`src/rtl/timer_pkg.sv`:
```
// ============================================================================
// Module   : timer_pkg
// Purpose  : Shared FSM encoding, seven-segment table and BCD helpers for
//            the timer display slice.
// Revision : 1.0 - initial release
// ============================================================================
`default_nettype none

package timer_pkg;

    typedef enum logic [1:0] {
        ST_IDLE  = 2'd0,
        ST_SHIFT = 2'd1,
        ST_DONE  = 2'd2
    } bcd_state_t;

    localparam int unsigned c_bin_width    = 16;
    localparam int unsigned c_bcd_width    = 20;
    localparam logic [3:0]  c_shift_last   = 4'd15;
    localparam logic [7:0]  c_seg_blank    = 8'hFF;

    // Active-low patterns, index = decimal digit; bit 7 (dp) is always off.
    localparam logic [7:0] c_seg_table [0:9] = '{
        8'hC0, 8'hF9, 8'hA4, 8'hB0, 8'h99,
        8'h92, 8'h82, 8'hF8, 8'h80, 8'h90
    };

    function automatic logic [7:0] seg_decode(input logic [3:0] digit);
        if (digit <= 4'd9) begin
            seg_decode = c_seg_table[digit];
        end else begin
            seg_decode = c_seg_blank;
        end
    endfunction

    // Double-dabble correction: every BCD digit of 5 or more gets +3 so the
    // following left shift carries into the next digit correctly.
    function automatic logic [19:0] bcd_adjust(input logic [19:0] bcd);
        logic [19:0] adj;
        adj = bcd;
        for (int i = 0; i < 5; i++) begin
            if (adj[i*4 +: 4] >= 4'd5) begin
                adj[i*4 +: 4] = adj[i*4 +: 4] + 4'd3;
            end
        end
        return adj;
    endfunction

endpackage

`default_nettype wire

```
`src/rtl/bin2bcd_seq.sv`:
```
// ============================================================================
// Module   : bin2bcd_seq
// Purpose  : Iterative 16-bit binary to 5-digit BCD converter, one shift per
//            cycle. start is honoured in IDLE and in DONE (back-to-back).
// Revision : 1.0 - initial release
// ============================================================================
`default_nettype none

module bin2bcd_seq
    import timer_pkg::*;
(
    input  logic        clk,
    input  logic        rst,
    input  logic        start,
    input  logic [15:0] bin,
    output logic        busy,
    output logic        done,
    output logic [19:0] bcd
);

    bcd_state_t  r_state;
    logic [15:0] r_bin;
    logic [19:0] r_bcd;
    logic [3:0]  r_cnt;
    logic [19:0] w_adj;

    assign w_adj = bcd_adjust(r_bcd);
    assign bcd   = r_bcd;

    always_ff @(posedge clk) begin
        if (rst) begin
            r_state <= ST_IDLE;
            r_bin   <= '0;
            r_bcd   <= '0;
            r_cnt   <= '0;
            busy    <= 1'b0;
            done    <= 1'b0;
        end else begin
            case (r_state)
                ST_IDLE: begin
                    done <= 1'b0;
                    if (start) begin
                        r_bin   <= bin;
                        r_bcd   <= '0;
                        r_cnt   <= '0;
                        busy    <= 1'b1;
                        r_state <= ST_SHIFT;
                    end else begin
                        busy <= 1'b0;
                    end
                end
                ST_SHIFT: begin
                    r_bcd <= {w_adj[18:0], r_bin[15]};
                    r_bin <= {r_bin[14:0], 1'b0};
                    r_cnt <= r_cnt + 4'd1;
                    busy  <= 1'b1;
                    if (r_cnt == c_shift_last) begin
                        done    <= 1'b1;
                        r_state <= ST_DONE;
                    end
                end
                ST_DONE: begin
                    done <= 1'b0;
                    // The finished result stays on bcd for this cycle; a
                    // queued start reloads without passing through IDLE.
                    if (start) begin
                        r_bin   <= bin;
                        r_bcd   <= '0;
                        r_cnt   <= '0;
                        busy    <= 1'b1;
                        r_state <= ST_SHIFT;
                    end else begin
                        busy    <= 1'b0;
                        r_state <= ST_IDLE;
                    end
                end
                default: begin
                    busy    <= 1'b0;
                    done    <= 1'b0;
                    r_state <= ST_IDLE;
                end
            endcase
        end
    end

endmodule

`default_nettype wire

```
`src/rtl/timer_display.sv`:
```
// ============================================================================
// Module   : timer_display
// Purpose  : Converts timer counts to BCD and scans a 4-digit active-low
//            seven-segment display. Optional macro TIMER_DISPLAY_BLANK_EN
//            blanks leading zeros on digits 3..1.
// Revision : 1.0 - initial release
// ============================================================================
`default_nettype none

module timer_display
    import timer_pkg::*;
#(
    parameter int unsigned REFRESH_DIV = 50000
) (
    input  logic        clk,
    input  logic        rst,
    input  logic        t_valid,
    input  logic [15:0] t_out,
    output logic [3:0]  an,
    output logic [7:0]  seg,
    output logic        busy,
    output logic        ovf
);

    localparam logic [15:0] c_refresh_last = 16'(REFRESH_DIV - 1);

    logic        r_pend_flag;
    logic [15:0] r_pend_val;
    logic        w_start;
    logic        w_busy;
    logic        w_done;
    logic [19:0] w_bcd;

    logic [15:0] r_display;
    logic        r_ovf;
    logic [15:0] r_refresh_cnt;
    logic [1:0]  r_digit_sel;
    logic [3:0]  w_digit;
    logic        w_blank;

    // One request slot serves both the initial load and the pending value:
    // it is consumed whenever the converter can accept (IDLE or DONE), and
    // a new strobe always overwrites it so the latest value wins.
    assign w_start = r_pend_flag && (!w_busy || w_done);

    always_ff @(posedge clk) begin
        if (rst) begin
            r_pend_flag <= 1'b0;
            r_pend_val  <= '0;
        end else if (t_valid) begin
            r_pend_flag <= 1'b1;
            r_pend_val  <= t_out;
        end else if (w_start) begin
            r_pend_flag <= 1'b0;
        end
    end

    bin2bcd_seq u_bin2bcd (
        .clk   (clk),
        .rst   (rst),
        .start (w_start),
        .bin   (r_pend_val),
        .busy  (w_busy),
        .done  (w_done),
        .bcd   (w_bcd)
    );

    always_ff @(posedge clk) begin
        if (rst) begin
            r_display <= '0;
            r_ovf     <= 1'b0;
        end else if (w_done) begin
            r_display <= w_bcd[15:0];
            r_ovf     <= (w_bcd[19:16] != 4'd0);
        end
    end

    always_ff @(posedge clk) begin
        if (rst) begin
            r_refresh_cnt <= '0;
            r_digit_sel   <= '0;
        end else if (r_refresh_cnt == c_refresh_last) begin
            r_refresh_cnt <= '0;
            r_digit_sel   <= r_digit_sel + 2'd1;
        end else begin
            r_refresh_cnt <= r_refresh_cnt + 16'd1;
        end
    end

    always_comb begin
        w_digit = r_display[3:0];
        case (r_digit_sel)
            2'd0:    w_digit = r_display[3:0];
            2'd1:    w_digit = r_display[7:4];
            2'd2:    w_digit = r_display[11:8];
            2'd3:    w_digit = r_display[15:12];
            default: w_digit = r_display[3:0];
        endcase
    end

    always_comb begin
        w_blank = 1'b0;
`ifdef TIMER_DISPLAY_BLANK_EN
        case (r_digit_sel)
            2'd3:    w_blank = (r_display[15:12] == 4'd0);
            2'd2:    w_blank = (r_display[15:8] == 8'd0);
            2'd1:    w_blank = (r_display[15:4] == 12'd0);
            default: w_blank = 1'b0;
        endcase
`endif
    end

    assign an   = ~(4'b0001 << r_digit_sel);
    assign seg  = w_blank ? c_seg_blank : seg_decode(w_digit);
    assign busy = w_busy;
    assign ovf  = r_ovf;

endmodule

`default_nettype wire
```
`config.mk`:
```
export PLATFORM = sky130hd
export DESIGN_NAME = timer_display
export DESIGN_NICKNAME = d
export VERILOG_FILES = /design/src/rtl/timer_pkg.sv /design/src/rtl/bin2bcd_seq.sv /design/src/rtl/timer_display.sv
export SDC_FILE = /design/constraint.sdc
export NUM_CORES = 1
export LEC_CHECK = 0
export CORE_AREA = 5 5 100 126
export DETAILED_ROUTE_END_ITERATION = 6
export DIE_AREA = 0 0 105 131
export HOLD_SLACK_MARGIN = 0.1
export PLACE_DENSITY = 0.67
export REMOVE_ABC_BUFFERS = 1
export SYNTH_ARGS = -nofsm -noshare
export SYNTH_HDL_FRONTEND = slang
export SYNTH_SLANG_ARGS = --single-unit
```
`constraint.sdc`:
```
create_clock -name clk -period 7.85 [get_ports clk]
set_input_delay 1.1775 -clock clk [delete_from_list [all_inputs] [get_ports clk]]
set_output_delay 1.1775 -clock clk [all_outputs]
set_load 0.02 [all_outputs]
```
## Word-level counts from Yosys, hierarchy flattened

Memory sizes are Yosys's and may differ from the RTL's.
Index checks and enable logic that the tools add are counted.

- Register bits after elaboration: 96
- Output and inout bits: 14
- Input bits: 19
- Memory bits (read-only): 128
- Memories kept: 1
- Logic and storage cells: 78

- Muxes and demuxes: 23
- Eq/ne operators: 10
- Order comparisons: 7
- $add $sub $neg: 8
- Reduce and logical (&&, ||, !) cells: 13
- Bitwise operators: 3
- Shift-type cells: 1

Memories:

| memory | words | width | read ports | clocked after Yosys merged registers in | write ports | RTL line | RTL |
|---|---|---|---|---|---|---|---|
| (name not given) | 16 | 8 | 1 | 0 | 0 | timer_pkg.sv:30 | `seg_decode = c_seg_table[digit];` |

Operators by type and width:

| kind | number |
|---|---|
| $pmux 20 s2 | 1 |
| $pmux 16 s2 | 1 |
| $mux 8 | 3 |
| $ge 4x3->1 const B | 5 |
| $mux 20 | 1 |
| $mux 4 | 5 |
| $add 16x1->16 const B | 1 |
| $add 4x2->4 const B | 4 |
| $eq 16x16->1 const B | 1 |
| $mux 16 | 1 |
| $pmux 4 s4 | 1 |
| $pmux 4 s2 | 1 |
| $eq 2x2->1 const B | 3 |
| $ne 2x1->1 const B | 3 |
| $pmux 2 s3 | 1 |
| $reduce_or 2->1 | 3 |
| $ge 5x5->1 const B | 1 |
| $not 4->5 | 1 |
| $add 4x1->4 const B | 1 |
| $eq 2x1->1 const B | 2 |
| $eq 4x4->1 const B | 1 |
| $le 4x4->1 const B | 1 |
| $logic_not 2->1 | 2 |
| $mux 1 | 4 |
| other kinds (14) | 17 |

## Depth between registers and ports, before layout

- Depth in word-level cells: 7
- Mapped depth: 11
- Gate-level depth less buffers: 11

## Modules after synthesis

From an unflattened synthesis, not the netlist that was laid out.

- Cell total of the unflattened synthesis: 477
- Area, all modules: 4,461.8 µm²

Modules (own cells, without submodules):

| module | cells each | instances | area each (µm²) | seq. area each (µm²) |
|---|---|---|---|---|
| timer_display | 253 | 1 | 2,383.5 | 1,041.0 |
| bin2bcd_seq | 224 | 1 | 2,078.2 | 880.8 |

## Least setup slack after synthesis

OpenSTA, ideal clock, no wires.

- Kind: register -> output
- Start point: register r_digit_sel[1]
- End point: output port seg[1]
- Required time: 6,673 ps
- Path slack: 4,161 ps
- Cell stages (with the launch flop): 12
- Arrival time: 2,512 ps
- Path buffers: 0
- Cell sequence: dfxtp_1 > inv_1 > ha_1 > a222oi_1 > nand2_1 > o21ai_0 > inv_1 > ha_1 > nor2_1 > nor2b_1 > o31ai_1 > o21bai_1

- Cells in the longest elaborated chain, start to end: 7
- Elaborated cells between the ends (all ways): 11
- Classes of those cells: order compare: 1; eq/ne: 3; mux: 4; bitwise: 1; reduce/logical: 1; memory: 1

Ends and longest elaborated chain:

| item | RTL line | RTL |
|---|---|---|
| start: declaration | timer_display.sv:37 | `logic [1:0] r_digit_sel;` |
| start signal: assignment | timer_display.sv:84 | `r_digit_sel <= r_digit_sel + 2'd1;` |
| $eq 2x2->1, or another cell as far along | timer_display.sv:92 | `case (r_digit_sel)` |
| $pmux 4 s4 * | timer_display.sv:92 |  |
| $not 4->5 (implied by the code) | timer_pkg.sv:30 |  |
| $mem_v2 16x8 | - |  |
| $mux 8 (implied by the code) (2 in series) | timer_pkg.sv:30 |  |
| $mux 8 * | timer_pkg.sv:29 | `if (digit <= 4'd9) begin` |
| end: declaration | timer_display.sv:20 | `output logic [7:0] seg,` |

Every way passes the cells marked *; elsewhere a longest branch is shown, timed or not. The select of a mux whose other input is x is not followed.

## Worst setup path after layout

Ends and elaborated chain as after synthesis.

==> results.yml <==
power:
  p_leak_nw: 1.95
  p_seq_share_pct: 46.4
  p_clk_share_pct: 47.6
  p_comb_share_pct: 6.0
  switching_power_uw: 230
  p_per_area_mw_per_mm2: 215
  ir_drop_v: 0.000135
  p_sw_share_pct: 20.8
  intPower_uw: 877
routing:
  first_iter_violations: 171
  num_vias: 3306
  wl_met1_um: 3910
  wl_met2_um: 4380
  drc: 0
  avgRoutedWirePerCell_um: 13.9
  drtAntennaViolNets: 0
  wl_um: 8710
  dr_wl_met3_um: 293
  routed.top_layer: "met4"
  first_pass_iters: 6
  via_per_inst: 5.27
grt:
  grt_pass1_vias: 3286
  antenna_found_initial: 0
  grt_pass1_wl_um: 15100
  overflow: 0
  grt_start_max_net_pins: 62
  grt_usage_pct: 13.1
worst_setup_path:
  worstPathCellList: "inv_1 > ha_1 > a222oi_1 > nand2_1 > o21ai_0 > inv_1 > ha_1 > nor2_1 > nor2b_1 > o31ai_1 > o21bai_1 > clkdlybuf4s50_1"
  cp_slowest_cell: "clkdlybuf4s50_1"
  worstSetupEndpointType: "output port"
  cp.required_ps: 6670
  start_kind: "flop"
  crit_family: "compound AO/OA/AOI/OAI gates"
  timing.critical_path.buf_inv: 3
  cpPeakStageDelay_ps: 620
  cp.arrival_ps: 3850
  worstSetupPathType: "reg2out"
  cp_max_fo: 6
cts:
  cts_resized: 0
  cts.sinks: 96
  post_cts_buffers: 0
  clockBufferDepth: 2
  clock_tree.root_cell: "clkbuf_16"
  cts_tree: "done"
  insertion_delay_ps: 330
  htreeDepth: 3
  cts_inserted_buffers: 9
  ctsHoldBuffers: 0
  clk_pin_slew_ps: 60
floorplan:
  coreArea_mm2: 0.0113
  dieWidth_um: 105
  ios: 33
  initial_core_util_pct: 38.9
  die_h_um: 131
  rows: 44
  dieArea_mm2: 0.0138
cells_and_area:
  drive_gt1_share_pct: 5.52
  final_common_cell: "dfxtp_1"
  fin_cells: 627
  nFillCells: 1089
  syn2layout_area_growth_pct: 17.1
  nets: 528
  utilization_pct: 45.5
  antenna_cells: 0
  layout_common_cells: "dfxtp_1, nor2_1, mux2i_1"
synthesis:
  ys_warn_count: 0
  synth-main-ff-cell: "dfxtp_1"
  synth_cell_types: 53
  synth-seq-cells: 96
  ys_async_sr_fraction_pct: 0
  syn_inst: 462
  synthesis.area_mm2: 0.00441
  avgSynthCellArea_um2: 9.54
  yosysSeqAreaShare_pct: 43.6
  synth_edf_count: 0
sta:
  max_slew.worst_pin.slew_ps: 1100
  tns_ps: 0
  rsz0062_at_grt: "no"
  setup_violations: 0
  finalCritPeriodShare_pct: 64.0
  clock.fmax_ghz: 0.199
  clock_skew_ps: 6.05
  min_period_ps: 5030
  final_hold_viol_count: 0
  slew_headroom_pct: 26.6
  slew_violations: 0
placement:
  io_buffers: 31
  post-place-cells: 611
  dp_hpwl_um: 6130
  routabilityCongestion: 0.880
run_status:
  outcome: "finished clean"
hold_path:
  holdCritPathClass: "reg2reg"
flow_run:
  drv_cap: 0
area by class of cell:
type / count / area, µm² / area share (%)
Clock buffer: 10 / 229 / 4.43
Clock inverter: 6 / 139 / 2.69
Inverter: 24 / 90.1 / 1.74
Multi-Input combinational cell: 320 / 2290 / 44.4
Sequential cell: 96 / 1920 / 37.2
Tap cell: 138 / 173 / 3.34
Timing Repair Buffer: 33 / 320 / 6.20
cell families (layout without fill, tap and decap cells):
| group | count (synthesis) | count (layout) | share of synthesized area (%) |
|---|---|---|---|
| simple gates | 135 | 135 | 14.5 |
| flops | 96 | 96 | 43.6 |
| compound gates | 84 | 84 | 13.8 |
| mux | 50 | 50 | 11.5 |
| buf+inv | 46 | 73 | 4.46 |
| fa+ha+maj | 25 | 25 | 7.09 |
| xor+xnor | 25 | 25 | 4.97 |
| other cells | 1 | 1 | 0.0850 |
worst register-to-register path, delay by kind of cell, from the launching register on:
| kind | cells | cell delay [ps] |
|---|---|---|
| simple gates | 2 | 1220 |
| compound gates | 2 | 570 |
| flops | 1 | 750 |
path summary, 6_finish.rpt:
kind	to	slack (ps)	startpoint	depth (start not counted)
worst max-delay path	seg[1]	2820	r_digit_sel[1]	12
worst min-delay path	u_bin2bcd.r_bin[12]	460	u_bin2bcd.r_bin[12]	2
worst max register to register	u_bin2bcd.bcd[15]	5250	u_bin2bcd.r_state[0]	4
worst min register to register	u_bin2bcd.r_bin[12]	460	u_bin2bcd.r_bin[12]	2
power by group through the flow:
stage                     Sequential (mW)  Clock (mW)  Combinational [mW]
after global placement              0.524           0              0.0649
after detailed placement            0.525           0              0.0673
after CTS                           0.514       0.540              0.0679
after floorplan                     0.522           0              0.0400
final                               0.514       0.527              0.0669
after global routing                0.515       0.557              0.0746
stage by stage:
step	power [mW]	hold WS (ps)	area [µm²]	setup slack (ps)
CTS	1.12	465	5160	2820
global placement	0.589	443	4800	3370
detailed placement	0.592	453	4800	3190
floorplan	0.562	425	4300	4160
finish	1.11	464	5160	2820
global route	1.15	481	5160	2510
synthesized netlist by cell type (7+ instances only):
master	count	share of area, %
a211oi_1	10	1.7
a21oi_1	19	2.2
buf_2	9	1.0
clkbuf_1	7	0.60
dfxtp_1	96	44
ha_1	25	7.1
inv_1	24	2.0
mux2i_1	48	11
nand2_1	14	1.2
nand2b_1	8	1.1
nand4_1	8	1.1
nor2_1	73	6.2
nor3_1	7	0.79
o21ai_0	7	0.79
xnor2_1	18	3.6
xor2_1	7	1.4
routing by layer:
layer,track usage (%),vias to the layer above
met3,2.65,12
met4,5.27,0
li1,-,1678
met1,15.4,1550
met2,23.5,66
met5,0,-
registers in the layout (all words and copies together), names as in the netlist:
register,flops
u_bin2bcd.r_state,2
u_bin2bcd.done,1
u_bin2bcd.busy,1
ovf,1
u_bin2bcd.r_bin,16
r_display,16
r_pend_flag,1
r_pend_val,16
r_digit_sel,2
u_bin2bcd.r_cnt,4
r_refresh_cnt,16
u_bin2bcd.bcd,20
Note: power is estimated with default switching activity, not from simulation.
